### config.mk
export PLATFORM = sky130hd
export DESIGN_NAME = ex_operand_stage
export DESIGN_NICKNAME = d
export VERILOG_FILES = /design/src/rtl/cpu_pkg.sv /design/src/rtl/operand_forward.sv /design/src/rtl/ex_operand_stage.sv
export SDC_FILE = /design/constraint.sdc
export NUM_CORES = 1
export LEC_CHECK = 0
export BUFFER_PORTS_ARGS = -buffer_cell sky130_fd_sc_hd__buf_2
export CORE_MARGIN = 2
export CORE_UTILIZATION = 40
export CTS_CLUSTER_SIZE = 14
export DETAILED_ROUTE_END_ITERATION = 7
export PLACE_DENSITY = 0.78
export SKIP_CTS_REPAIR_TIMING = 1
export SLEW_MARGIN = 10
export SYNTH_ARGS = -nofsm -noshare
export SYNTH_HDL_FRONTEND = slang
export SYNTH_SLANG_ARGS = --single-unit
### constraint.sdc
create_clock -name clk -period 2.73 [get_ports clk]
set_input_delay 0.4095 -clock clk [delete_from_list [all_inputs] [get_ports clk]]
set_output_delay 0.4095 -clock clk [all_outputs]
set_load 0.005 [all_outputs]
### src/rtl/cpu_pkg.sv
// Shared types and constants for the reduced RISC-V pipeline.
// Holds the ID/EX control bundle, ALU op encodings and the bubble value.
package cpu_pkg;

    typedef struct packed {
        logic [2:0] alu_ctrl;
        logic       alu_src_imm;
        logic       op1_pc;
        logic       reg_write;
        logic       mem_read;
        logic       mem_write;
        logic       branch;
        logic       jump;
    } ex_ctrl_t;

    // 3'b101 is reserved and never produced by decode
    localparam logic [2:0] ALU_ADD = 3'b000;
    localparam logic [2:0] ALU_SUB = 3'b001;
    localparam logic [2:0] ALU_AND = 3'b010;
    localparam logic [2:0] ALU_OR  = 3'b011;
    localparam logic [2:0] ALU_XOR = 3'b100;
    localparam logic [2:0] ALU_SLL = 3'b110;
    localparam logic [2:0] ALU_SRL = 3'b111;

    localparam ex_ctrl_t EX_CTRL_NOP = '0;

endpackage

### src/rtl/operand_forward.sv
// Three-way bypass mux for one source operand.
// MEM beats WB, and x0 is never forwarded.
module operand_forward #(
    parameter int unsigned DATA_WIDTH = 32,
    parameter int unsigned ADDR_WIDTH = 5
) (
    input  logic [ADDR_WIDTH-1:0] i_rs_addr,
    input  logic [DATA_WIDTH-1:0] i_rs_data,
    input  logic [ADDR_WIDTH-1:0] i_mem_rd_addr,
    input  logic                  i_mem_reg_write,
    input  logic [DATA_WIDTH-1:0] i_mem_result,
    input  logic [ADDR_WIDTH-1:0] i_wb_rd_addr,
    input  logic                  i_wb_reg_write,
    input  logic [DATA_WIDTH-1:0] i_wb_result,
    output logic [DATA_WIDTH-1:0] o_fwd_data
);

    logic w_mem_hit;
    logic w_wb_hit;

    assign w_mem_hit = i_mem_reg_write && (i_mem_rd_addr != '0) && (i_mem_rd_addr == i_rs_addr);
    assign w_wb_hit  = i_wb_reg_write && (i_wb_rd_addr != '0) && (i_wb_rd_addr == i_rs_addr);

    always_comb begin
        o_fwd_data = i_rs_data;
        if (w_mem_hit) begin
            o_fwd_data = i_mem_result;
        end else if (w_wb_hit) begin
            o_fwd_data = i_wb_result;
        end
    end

endmodule

### src/rtl/ex_operand_stage.sv
// ID/EX pipeline register with MEM/WB operand forwarding and load-use detection.
// Drives the ALU operands and control directly from the registered stage state.
module ex_operand_stage
    import cpu_pkg::*;
#(
    parameter int unsigned DATA_WIDTH = 32,
    parameter int unsigned ADDR_WIDTH = 5
) (
    input  logic                  clk,
    input  logic                  rst_n,
    input  logic                  stall,
    input  logic                  flush,
    input  logic                  id_valid,
    input  ex_ctrl_t              id_ctrl,
    input  logic [DATA_WIDTH-1:0] id_pc,
    input  logic [DATA_WIDTH-1:0] id_rs1_data,
    input  logic [DATA_WIDTH-1:0] id_rs2_data,
    input  logic [DATA_WIDTH-1:0] id_imm,
    input  logic [ADDR_WIDTH-1:0] id_rs1_addr,
    input  logic [ADDR_WIDTH-1:0] id_rs2_addr,
    input  logic [ADDR_WIDTH-1:0] id_rd_addr,
    input  logic [ADDR_WIDTH-1:0] mem_rd_addr,
    input  logic                  mem_reg_write,
    input  logic [DATA_WIDTH-1:0] mem_result,
    input  logic [ADDR_WIDTH-1:0] wb_rd_addr,
    input  logic                  wb_reg_write,
    input  logic [DATA_WIDTH-1:0] wb_result,
    output logic                  ex_valid,
    output ex_ctrl_t              ex_ctrl,
    output logic [DATA_WIDTH-1:0] ex_pc,
    output logic [ADDR_WIDTH-1:0] ex_rd_addr,
    output logic [DATA_WIDTH-1:0] ALUop1,
    output logic [DATA_WIDTH-1:0] ALUop2,
    output logic [2:0]            ALUctrl,
    output logic [DATA_WIDTH-1:0] ex_store_data,
    output logic                  load_use_hazard
);

    logic                  r_valid;
    ex_ctrl_t              r_ctrl;
    logic [DATA_WIDTH-1:0] r_pc;
    logic [DATA_WIDTH-1:0] r_rs1_data;
    logic [DATA_WIDTH-1:0] r_rs2_data;
    logic [DATA_WIDTH-1:0] r_imm;
    logic [ADDR_WIDTH-1:0] r_rs1_addr;
    logic [ADDR_WIDTH-1:0] r_rs2_addr;
    logic [ADDR_WIDTH-1:0] r_rd_addr;

    logic [DATA_WIDTH-1:0] w_fwd_rs1;
    logic [DATA_WIDTH-1:0] w_fwd_rs2;

    operand_forward #(
        .DATA_WIDTH(DATA_WIDTH),
        .ADDR_WIDTH(ADDR_WIDTH)
    ) u_fwd_rs1 (
        .i_rs_addr      (r_rs1_addr),
        .i_rs_data      (r_rs1_data),
        .i_mem_rd_addr  (mem_rd_addr),
        .i_mem_reg_write(mem_reg_write),
        .i_mem_result   (mem_result),
        .i_wb_rd_addr   (wb_rd_addr),
        .i_wb_reg_write (wb_reg_write),
        .i_wb_result    (wb_result),
        .o_fwd_data     (w_fwd_rs1)
    );

    operand_forward #(
        .DATA_WIDTH(DATA_WIDTH),
        .ADDR_WIDTH(ADDR_WIDTH)
    ) u_fwd_rs2 (
        .i_rs_addr      (r_rs2_addr),
        .i_rs_data      (r_rs2_data),
        .i_mem_rd_addr  (mem_rd_addr),
        .i_mem_reg_write(mem_reg_write),
        .i_mem_result   (mem_result),
        .i_wb_rd_addr   (wb_rd_addr),
        .i_wb_reg_write (wb_reg_write),
        .i_wb_result    (wb_result),
        .o_fwd_data     (w_fwd_rs2)
    );

    always_ff @(posedge clk or negedge rst_n) begin
        if (!rst_n) begin
            r_valid    <= 1'b0;
            r_ctrl     <= EX_CTRL_NOP;
            r_pc       <= '0;
            r_rs1_data <= '0;
            r_rs2_data <= '0;
            r_imm      <= '0;
            r_rs1_addr <= '0;
            r_rs2_addr <= '0;
            r_rd_addr  <= '0;
        end else if (flush) begin
            r_valid    <= 1'b0;
            r_ctrl     <= EX_CTRL_NOP;
            r_pc       <= '0;
            r_rs1_data <= '0;
            r_rs2_data <= '0;
            r_imm      <= '0;
            r_rs1_addr <= '0;
            r_rs2_addr <= '0;
            r_rd_addr  <= '0;
        end else if (stall) begin
            // Keep bypassed values so a producer retiring from WB mid-stall is not lost
            r_rs1_data <= w_fwd_rs1;
            r_rs2_data <= w_fwd_rs2;
        end else begin
            r_valid    <= id_valid;
            r_ctrl     <= id_ctrl;
            r_pc       <= id_pc;
            r_rs1_data <= id_rs1_data;
            r_rs2_data <= id_rs2_data;
            r_imm      <= id_imm;
            r_rs1_addr <= id_rs1_addr;
            r_rs2_addr <= id_rs2_addr;
            r_rd_addr  <= id_rd_addr;
        end
    end

    assign ex_valid      = r_valid;
    assign ex_ctrl       = r_ctrl;
    assign ex_pc         = r_pc;
    assign ex_rd_addr    = r_rd_addr;
    assign ALUop1        = r_ctrl.op1_pc ? r_pc : w_fwd_rs1;
    assign ALUop2        = r_ctrl.alu_src_imm ? r_imm : w_fwd_rs2;
    assign ALUctrl       = r_ctrl.alu_ctrl;
    assign ex_store_data = w_fwd_rs2;

    // Conservative: rs2 may match even when the ID instruction does not read it
    assign load_use_hazard = r_valid && r_ctrl.mem_read && (r_rd_addr != '0) && id_valid &&
                             ((r_rd_addr == id_rs1_addr) || (r_rd_addr == id_rs2_addr));

endmodule

==> After elaboration in Yosys (flattened, before gate mapping) <==
Index checks and enable logic that the tools add are counted.
{ "word_totals": {"regBits": 154, "input_bits": 234, "out_inout_bits": 148, "wordCells": 61} }
{ "classes": {"n_eq_ne": 7, "muxes": 24, "n_reduce_logical": 14} }
{ "ops": {"columns": ["op", "n"], "rows": [
  ["$mux W32", 14],
  ["$eq A5 B5 Y1", 6],
  ["$mux W5", 6],
  ["$mux W10", 2],
  ["$reduce_bool A5 Y1", 3],
  ["$logic_and A1 B1 Y1", 10],
  ["$mux W1", 2],
  ["$ne A2 B1 Y1 const B", 1],
  ["$logic_or A1 B1 Y1", 1]
]} }

==> Depth between registers and ports, before layout <==
{ "logic_depth": {"word_depth": 7, "mapped_depth": 7, "depth_no_buf": 5} }

==> Cells and area by module <==
From an unflattened synthesis, not the netlist that was laid out.
{ "unflattened": {"cells_unflattened": 958, "hier_area_um2": 9435.3} }
{ "modules_own_cells": {"columns": ["mod", "n_inst", "cells_each", "area_each_um2", "seq_area_each_um2"], "rows": [
  ["ex_operand_stage", 1, 588, 7100.6, 3853.7],
  ["operand_forward", 2, 185, 1167.4, 0.0]
]} }

==> Least setup slack after synthesis <==
No wires, ideal clock.
{ "synth_path": {"path_type": "input-to-output", "startpoint": "input port wb_rd_addr[1]", "endpoint": "output port ALUop1[2]", "t_arrival_ps": 1893, "required_ps": 2321, "setup_slack_ps": 427, "stages": 7, "n_path_buf": 2, "path_cell_list": "or4_1 o21a_1 buf_6 nand4_4 buf_6 a221oi_2 o31ai_1"} }
{ "synth_via": {"elab_chain_len": 6, "word_cells_on_any_way": 7, "classes_between": "1 x eq/ne; 3 x mux; 3 x reduce/logical"} }
{ "synth_lines": {"columns": ["item", "line_no", "text"], "rows": [
  ["from (decl)", "ex_operand_stage.sv:25", "input logic [ADDR_WIDTH-1:0] wb_rd_addr,"],
  ["$reduce_bool A5 Y1", "operand_forward.sv:22", "assign w_wb_hit = i_wb_reg_write && (i_wb_rd_addr != '0) && (i_wb_rd_addr == i_rs_addr);"],
  ["$logic_and A1 B1 Y1", "operand_forward.sv:22", null],
  ["$logic_and A1 B1 Y1 *", "operand_forward.sv:22", null],
  ["$mux W32 *", "operand_forward.sv:28", "end else if (w_wb_hit) begin"],
  ["$mux W32 *", "operand_forward.sv:26", "if (w_mem_hit) begin"],
  ["$mux W32 *", "ex_operand_stage.sv:124", "assign ALUop1 = r_ctrl.op1_pc ? r_pc : w_fwd_rs1;"],
  ["to (decl)", "ex_operand_stage.sv:32", "output logic [DATA_WIDTH-1:0] ALUop1,"]
]} }
Mark *: on every way between the ends. The rest lies on a longest branch, timed or not.

==> Final worst setup path <==
{ "layout_path": {"startpoint": "register r_rs1_addr[2]", "endpoint": "output port ALUop1[12]"} }
{ "layout_via": {"elab_chain_len": 5, "word_cells_on_any_way": 7, "classes_between": "2 x eq/ne; 3 x mux; 2 x reduce/logical"} }
{ "layout_lines": {"columns": ["item", "line_no", "text"], "rows": [
  ["from (decl)", "ex_operand_stage.sv:45", "logic [ADDR_WIDTH-1:0] r_rs1_addr;"],
  ["from (signal assigned)", "ex_operand_stage.sv:114", "r_rs1_addr <= id_rs1_addr;"],
  ["$eq A5 B5 Y1", "operand_forward.sv:22", null],
  ["$logic_and A1 B1 Y1", "operand_forward.sv:22", null],
  ["$mux W32", "operand_forward.sv:28", null],
  ["$mux W32 *", "operand_forward.sv:26", null],
  ["$mux W32 *", "ex_operand_stage.sv:124", null]
]} }
Marked as above.

==> results.txt <==
Outcome - finished, violations left
Failing checks - setup timing
Setup slack, reg-to-reg - 460 ps
Critical Path Max Stage Delay - 420 ps
Post-DR wirelength/cell - 21.3 um
Final setup vio count - 94
Pre-antenna DRT Iters - 8
Vias in the first global route - 9571
DRC violations left - 0
Clock skew - 9.51 ps
Die width - 156 um
Hold Startpoint - id_rs2_data[8]
Routed wire length - 36.3 mm
Leak - 6.75 nW
Final max-slew violation count - 0
GR Util met1 - 0.336
Max_cap viols - 0
Antenna violations before repair - 2
Mapped Nets - 1240
Final Hold Fails - 0
Final setup TNS - -10600 ps
Final worst-path cycle share - 1.08
Min-Delay Endpoint - r_rs2_data[8]
Vias/cell - 5.74
Final critical-path required period - 2950 ps
GRT met3 Usage - 0.0582
Hpwl dp - 25.1 mm
Critical-path maximum fanout - 7
CTS buffer count - 17
Root buf cell - clkbuf_16
CP Capture Type - output port
Reg2reg end - r_rs2_data[25]
Min-delay worst type - primary input to flip-flop
Via count - 9752
Global-route wire length before repair - 51.2 mm
Placer Congestion - 0.879
CTS tree - done
Synthesized area per cell - 9.22 um2
CP Class - flip-flop to output port
H-tree levels - 4
FF-to-FF Start - r_rs2_addr[2]
PD cells - 471 nW/um2
Placed insts - 1639
Final core utilization - 0.609
Overall Power - 6.52 mW
Area growth syn-to-layout - 49.2%
Synthesized area - 9280 um2
CTS sink cnt - 154
Total GRT Usage - 0.273
Crit start category - flip-flop
Pin count of the biggest net entering global routing - 65
Crit path cell chain - nor2b_4, a2111oi_4, nand4_4, buf_6, buf_12, a221oi_4, o31ai_1, buf_4, buf_6
Most frequent CP cell - buf_6
DP Area - 11900 um2
Fin nets - 1633
# port buffers - 381
R2r worst-path depth - 10
Fmax - 339 MHz
Yosys cell types - 39
Die Height - 156 um
Unrepaired setup endpoints after global routing - yes
Clock transition at path regs - 70 ps
Routing usage on met2 - 0.471
Seq cells post-synth - 154
Worst-margin pin slew - 919 ps
Number of cell rows - 55
DRT iter0 DRCs - 705
Max clock buf depth - 2
Initial core utilization - 0.408
Syn Inst Count - 1006
Register area share after synthesis - 0.415
Worst setup margin - -224 ps
Headroom to the max-slew limit - 0.387
GRT Max-Usage Layer - met2
Hold Path Depth - 3
Core Region - 22700 um2
Syn. warnings - 0
Slowest CP cell - a2111oi_4
Design Area, Final - 13800 um2
Arr. time, crit path - 2540 ps
Post-route insts no fill - 1700
Clk_lat worst skew - 420 ps
Layout cell share with drive strength beyond 1 - 0.457
Post-DRT Antenna Nets - 0
Ports - 382
Maximum VDD drop - 0.000359 V
Die Area - 24400 um2
WP data required - 2320 ps
Grt total ovfl - 0
==> per-layer routing <==
metal | vias to the layer above | share of wire
met1 | 4732 | 0.40
li1 | 4411 | -
met2 | 524 | 0.49
met4 | 2 | 0.029
met3 | 83 | 0.074
met5 | - | 0.00019
==> critical path: cells and delay by family (launching register included) <==
kind            cells  cell delay (ps)
flops               1              410
buf+inv             4              590
compound gates      3              810
simple gates        2              310
==> how the worst max path moves through the flow <==
stage | slack [ps] | depth (start not counted) | end | from
final | -220 | 9 | ALUop1[12] | r_rs1_addr[2]
after global routing | -320 | 8 | ALUop2[6] | r_rs2_addr[2]
after CTS | -320 | 7 | ALUop1[1] | r_rs1_addr[3]
after detailed placement | -80 | 8 | ALUop2[24] | wb_rd_addr[1]
after global placement | -50 | 7 | ALUop2[31] | wb_rd_addr[1]
after floorplan | 430 | 7 | ALUop1[2] | wb_rd_addr[1]
==> synth_stat cells <==
| cell type | n | share of area |
|---|---|---|
| a2111oi_4 | 1 | 0.0030 |
| a211oi_1 | 1 | 0.00081 |
| a21oi_1 | 1 | 0.00054 |
| a221oi_1 | 8 | 0.0076 |
| a221oi_2 | 56 | 0.091 |
| a22oi_1 | 2 | 0.0016 |
| a32oi_1 | 2 | 0.0019 |
| and2_1 | 3 | 0.0020 |
| and2b_1 | 1 | 0.00081 |
| and3_1 | 32 | 0.022 |
| and4_1 | 1 | 0.00094 |
| buf_1 | 11 | 0.0045 |
| buf_2 | 9 | 0.0049 |
| buf_4 | 10 | 0.0081 |
| buf_6 | 7 | 0.0085 |
| clkbuf_1 | 57 | 0.023 |
| dfrtp_1 | 154 | 0.42 |
| inv_1 | 2 | 0.00081 |
| mux2i_1 | 90 | 0.097 |
| nand2_1 | 127 | 0.051 |
| nand2b_1 | 5 | 0.0034 |
| nand3_1 | 34 | 0.018 |
| nand3_4 | 1 | 0.0019 |
| nand4_1 | 1 | 0.00067 |
| nand4_4 | 1 | 0.0023 |
| nor2_1 | 221 | 0.089 |
| nor2b_1 | 3 | 0.0020 |
| nor3_1 | 3 | 0.0016 |
| nor3_2 | 1 | 0.0011 |
| nor4_1 | 1 | 0.00067 |
| o2111a_1 | 1 | 0.0012 |
| o2111ai_1 | 1 | 0.00094 |
| o21a_1 | 1 | 0.00081 |
| o31ai_1 | 127 | 0.10 |
| o32ai_1 | 1 | 0.00094 |
| or3_1 | 1 | 0.00067 |
| or4_1 | 2 | 0.0016 |
| xnor2_1 | 13 | 0.012 |
| xor2_1 | 13 | 0.012 |
==> metrics by stage <==
step                      hold slack (ps)  setup WS, ps
after floorplan                       114           427
final                                 188          -224
after CTS                           -65.0          -322
after detailed placement              389         -82.2
after global routing                  179          -319
after global placement                396         -46.3
==> layout by cell type (no fill, tap or decap), drive strengths merged, types with 5 or more instances in the layout <==
master,n
buf,461
nor2,221
dfrtp,154
nand2,127
o31ai,127
mux2i,90
a221oi,64
nand3,35
and3,32
clkbuf,25
xor2,13
xnor2,13
inv,8
nand2b,5
==> kinds of logic (layout without fill, tap and decap cells) <==
logic type,after synthesis,in the layout,share of synthesized area
buf+inv,96,502,0.0498
flops,154,154,0.415
mux,90,90,0.0971
compound gates,202,202,0.213
other cells,0,3,0
xor+xnor,26,26,0.0245
simple gates,438,438,0.200
==> where the power goes <==
group	switching (mW)	leakage, nW	internal [mW]
combinational	0.809	4.42	0.762
clock	1.06	0.285	1.33
sequential	0.136	2.04	2.42
==> registers in the layout, indices dropped and copies added (netlist names) <==
register and count:
ex_ctrl 7, r_rs1_addr 5, r_imm 32, r_rs2_data 32
ALUctrl 3, r_rs2_addr 5, ex_rd_addr 5, ex_valid 1
ex_pc 32, r_rs1_data 32
==> cell type report <==
type,instances,area [um2]
repair buffers,468,3060
fillers,1864,8870
clock inverters,13,134
inverters,2,7.51
multi-input cells,756,5970
flip-flops and latches,154,3860
well taps,285,357
clock buffers,19,453
diodes,3,7.51
Note: power is estimated with default switching activity, not from simulation.
